**src/rtl/matriz_varredura.sv**
```systemverilog
// Column-scanned 5x7 LED matrix showing an elevator direction arrow.
// The arrow scrolls vertically, one row every ANIM_DIV frames.
module matriz_varredura #(
  parameter int DIV      = 50000,
  parameter int ANIM_DIV = 50
) (
  input  logic       clk,
  input  logic       reset,
  input  logic       habilita,
  input  logic [1:0] direcao,
  output logic [4:0] colunas,
  output logic [6:0] linhas
);

  localparam int             DW       = (DIV > 1) ? $clog2(DIV) : 1;
  localparam logic [DW-1:0]  DIV_MAX  = DW'(DIV - 1);
  localparam logic [7:0]     ANIM_MAX = 8'(ANIM_DIV - 1);

  logic [2:0]    col_idx;
  logic [DW-1:0] div_cnt;
  logic [7:0]    frame_cnt;
  logic [2:0]    offset;
  logic [1:0]    dir_lat;

  logic          col_end, frame_end, novo_parado;
  logic [2:0]    mcol, sh;
  logic [6:0]    glyph, lit;
  logic [13:0]   dup, rot;

  assign col_end     = (div_cnt == DIV_MAX);
  assign frame_end   = col_end && (col_idx == 3'd4);
  assign novo_parado = (direcao == 2'b00) || (direcao == 2'b11);

  // Glyphs are left/right symmetric, so only columns 0..2 are stored.
  always_comb begin
    mcol  = (col_idx > 3'd2) ? 3'd4 - col_idx : col_idx;
    glyph = '0;
    case (dir_lat)
      2'b10: case (mcol)
               3'd0:    glyph = 7'b0010000;
               3'd1:    glyph = 7'b0110000;
               default: glyph = 7'b1111111;
             endcase
      2'b01: case (mcol)
               3'd0:    glyph = 7'b0000100;
               3'd1:    glyph = 7'b0000110;
               default: glyph = 7'b1111111;
             endcase
      default: glyph = (mcol == 3'd0) ? 7'b0000000 : 7'b0011100;
    endcase
    // Circular row rotation: shifting a doubled copy right by 7-offset moves
    // the glyph down, by offset moves it up.
    dup = {glyph, glyph};
    sh  = (dir_lat == 2'b10) ? 3'd7 - offset : offset;
    rot = dup >> sh;
    lit = rot[6:0];
  end

  always_ff @(posedge clk) begin
    if (reset) begin
      col_idx   <= '0;
      div_cnt   <= '0;
      frame_cnt <= '0;
      offset    <= '0;
      dir_lat   <= 2'b00;
      colunas   <= 5'b00000;
      linhas    <= 7'b1111111;
    end else if (!habilita) begin
      colunas   <= 5'b00000;
      linhas    <= 7'b1111111;
    end else begin
      colunas   <= 5'b00001 << col_idx;
      linhas    <= ~lit;
      div_cnt   <= col_end ? '0 : div_cnt + 1'b1;
      if (col_end)
        col_idx <= (col_idx == 3'd4) ? 3'd0 : col_idx + 3'd1;
      // Direction is only picked up between frames so a frame never mixes glyphs.
      if (frame_end) begin
        dir_lat <= direcao;
        if ((direcao != dir_lat) || novo_parado) begin
          frame_cnt <= '0;
          offset    <= '0;
        end else if (frame_cnt == ANIM_MAX) begin
          frame_cnt <= '0;
          offset    <= (offset == 3'd6) ? 3'd0 : offset + 3'd1;
        end else begin
          frame_cnt <= frame_cnt + 8'd1;
        end
      end
    end
  end

endmodule

```
**config.mk**
```make
export PLATFORM = sky130hd
export DESIGN_NAME = matriz_varredura
export DESIGN_NICKNAME = d
export VERILOG_FILES = /design/src/rtl/matriz_varredura.sv
export SDC_FILE = /design/constraint.sdc
export NUM_CORES = 1
export LEC_CHECK = 0
export CORE_UTILIZATION = 25
export DETAILED_ROUTE_END_ITERATION = 16
export PLACE_DENSITY = 0.47
export SYNTH_ARGS = -nofsm -noshare
export SYNTH_HDL_FRONTEND = slang
export SYNTH_SLANG_ARGS = --single-unit
```
**constraint.sdc**
```tcl
create_clock -name clk -period 1.95 [get_ports clk]
set_input_delay 0.39 -clock clk [delete_from_list [all_inputs] [get_ports clk]]
set_output_delay 0.39 -clock clk [all_outputs]
set_load 0.005 [all_outputs]
```
==> out/qor.yml <==
status: "finished clean"
ff2ff_setup_slack_ns: 0.13
fmax_mhz: 548.3
numCtsBuffers: 5
busiest_layer: "met2"
cts_sinks: 44
grt_antenna_before_repair: 0
grtUsageMet1: 0.1545
grt_use_met2: 0.1962
drtPass1Iterations: 4
syn_area_um2: 2456
yosysMostFrequentCell: "dfxtp_1"
antenna_cells: 0
async_flop_share: 0
grt-ovfl-total: 0
synthCells: 296
fin_cells: 472
max_slew_margin: 0.6587
utilization: 0.3331
vdd_drop_max_uv: 230.0
clk_latency_ns: 0.29
arrival_ns: 2.01
cp.required_ns: 2.13
synth.area.top_cells: "dfxtp_1 (36%), xnor2_1 (6.8%), nor2_1 (6.3%)"
report.final.slew_viol_count: 0
p_leak_nw: 1.062
drc: 0
rr_worst_depth: 8
antenna_left: 0
worst_pin_slew_ns: 0.5113
setup_slack_ns: 0.1260
die_x_um: 101.1
fin_skew_ns: 0.006252
cap_violations: 0
synth_edf_count: 0
drive_above_1_share: 0.1691
grt_first_pass_wirelength_um: 9777
crit_family: "simple AND/OR/NAND/NOR gates"
hold_depth: 2
cts_tree: "done"
synth_commonest_cells: "dfxtp_1 (44), nor2_1 (41), nand2_1 (22)"
cp_max_fo: 3
drt_iter0_markers: 88
yosys.area.top_type: "dfxtp_1"
crit_path_end_kind: "register"
rsz0062_at_grt: "no"
ys_types: 48
place_congestion: 0.8367
cts_max_path_buffers: 2
cts_root_buffer: "clkbuf_8"
synthSimpleGateAreaFrac: 0.2929
pre_cts_ws_ns: -0.1745
grt_pass1_vias: 2085
regToRegEndpoint: "linhas[0]"
hold_viol_final: 0
fin_area_um2: 3122
rows: 35
grt_util_all_layers: 0.1212
area_growth_pct: 27.10
dr_total_vias: 2195
placed_area_um2: 3008
core-area_um2: 9371
grt_max_degree: 15
synth_top_area_share: 0.3586
start_util: 0.2621
cp-start-kind: "register"
die_area_um2: 10230
worstSetupPathType: "register to register"
nets: 357
holdWs_ns: 0.4981
holdPathEnd: "div_cnt[1]"
crit_chain: "inv_2, buf_4, ha_1, or3b_2, o311ai_0, nand3_1, o211a_1, o22a_1"
path_buf_inv: 2
finalCriticalPeriod_ns: 1.824
cts_max_level: 2
reg2reg_from: "dir_lat[0]"
period_share: 0.9354
yosysSeqAreaShare: 0.3586
clkTransAtPathRegs_ns: 0.08
startpoint: "dir_lat[0]"
max_stage_delay_ns: 0.44
die_h_um: 101.1
port_buffers: 16
synth_top_family_by_area: "simple AND/OR/NAND/NOR gates"
hold_start: "div_cnt[1]"
avgSynthCellArea_um2: 8.298
synth-main-ff-cell: "dfxtp_1"
synth_xor_area_frac: 0.09272
wl_per_cell_um: 12.08
setup_violations: 0
vias_per_cell: 4.650
yosys_warnings: 0
met3_usage: 0.02843
p_per_area_nw_per_um2: 486.3
routed_wl_um: 5702
cp_slowest_cell: "or3b_2"
cts_setup_buffers: 0
synth.area.mux_share: 0.01325
pin_count: 17
hp-class: "register to register"
dp_hpwl_um: 4305
synth_fa_ha_area_frac: 0.04585
synth_compound_area_frac: 0.1600
dp_cells: 465
synthesis.nets: 310
synth_seq_cells: 44
==> registers in the layout (all words and copies together) (netlist names) <==
register / cells
dir_lat: 2
frame_cnt: 8
offset: 3
linhas: 7
col_idx: 3
div_cnt: 16
colunas: 5
==> per-layer routing <==
layer	share of wire	up-vias	routed length [um]
li1	-	1140	-
met1	0.48	1011	2736
met2	0.47	34	2672
met3	0.034	10	194
met4	0.017	0	98
met5	0	-	0
==> metrics by stage <==
stage	setup TNS [ns]	power, mW
after floorplan	0	0.9548
after global placement	-1.636	0.9870
after detailed placement	-1.915	0.9871
after CTS	0	1.549
after global routing	0	1.592
final	0	1.518
==> area by class of cell <==
cell class	instances	area, um^2
clock buffers	6	72.57
clock inverters	1	5.005
fillers	1027	6250
inverters	12	45.04
multi-input cells	229	1521
flip-flops and latches	44	880.8
well taps	129	161.4
repair buffers	51	435.4
==> where the power goes <==
| group | internal (mW) | switching [mW] |
|---|---|---|
| clock | 0.244 | 0.309 |
| combinational | 0.0281 | 0.0303 |
| sequential | 0.903 | 0.00386 |
| total | 1.18 | 0.343 |
==> how the worst max path moves through the flow <==
stage / end / slack [ns] / cells past startpoint
floorplan: linhas[0] / 0.01 / 8
global placement: offset[2] / -0.16 / 6
detailed placement: frame_cnt[3] / -0.17 / 7
CTS: linhas[0] / 0.05 / 7
global route: offset[2] / 0.001 / 6
finish: linhas[0] / 0.13 / 8
==> what timing repair did <==
item                                    4_1_cts  5_1_grt
endpoints found under the setup margin        0        8
hold buffers                                  0        0
resized for setup                             0        8
==> placed cells by master (no fill, tap or decap), types with 2 or more instances in the layout <==
master           instances
dfxtp_1                 44
nor2_1                  41
buf_4                   34
nand2_1                 22
xnor2_1                 19
o21ai_0                 16
a21oi_1                 16
clkdlybuf4s50_1         16
nand3_1                 12
inv_1                   11
nor3_1                   8
xor2_1                   7
ha_1                     7
nor4_1                   6
o22ai_1                  6
nand4_1                  5
nand2b_1                 5
nor2b_1                  5
clkbuf_8                 5
or3_1                    4
o22a_1                   4
and3_1                   3
and2_1                   3
a2bb2oi_1                3
or4_1                    3
and4_4                   2
and4_1                   2
mux2_2                   2
a31oi_1                  2
a32oi_1                  2
==> kinds of logic (layout without fill, tap and decap cells) <==
| logic type | after synthesis | after routing |
|---|---|---|
| AOI/OAI and AO/OA | 58 | 58 |
| xor gates and xnor gates | 26 | 26 |
| adders and majority gates | 9 | 9 |
| buffers and inverters | 23 | 70 |
| DFF | 44 | 44 |
| muxes | 3 | 3 |
| and+or+nand+nor | 133 | 133 |
==> worst register-to-register path: cells and delay by family, from the launching register on <==
kind                       cells  cell delay [ns]
AOI/OAI and AO/OA              3             0.45
buffers and inverters          2             0.19
and+or+nand+nor                2             0.59
adders and majority gates      1             0.17
DFF                            1             0.32
No activity file was read; power rests on OpenSTA's default activity.
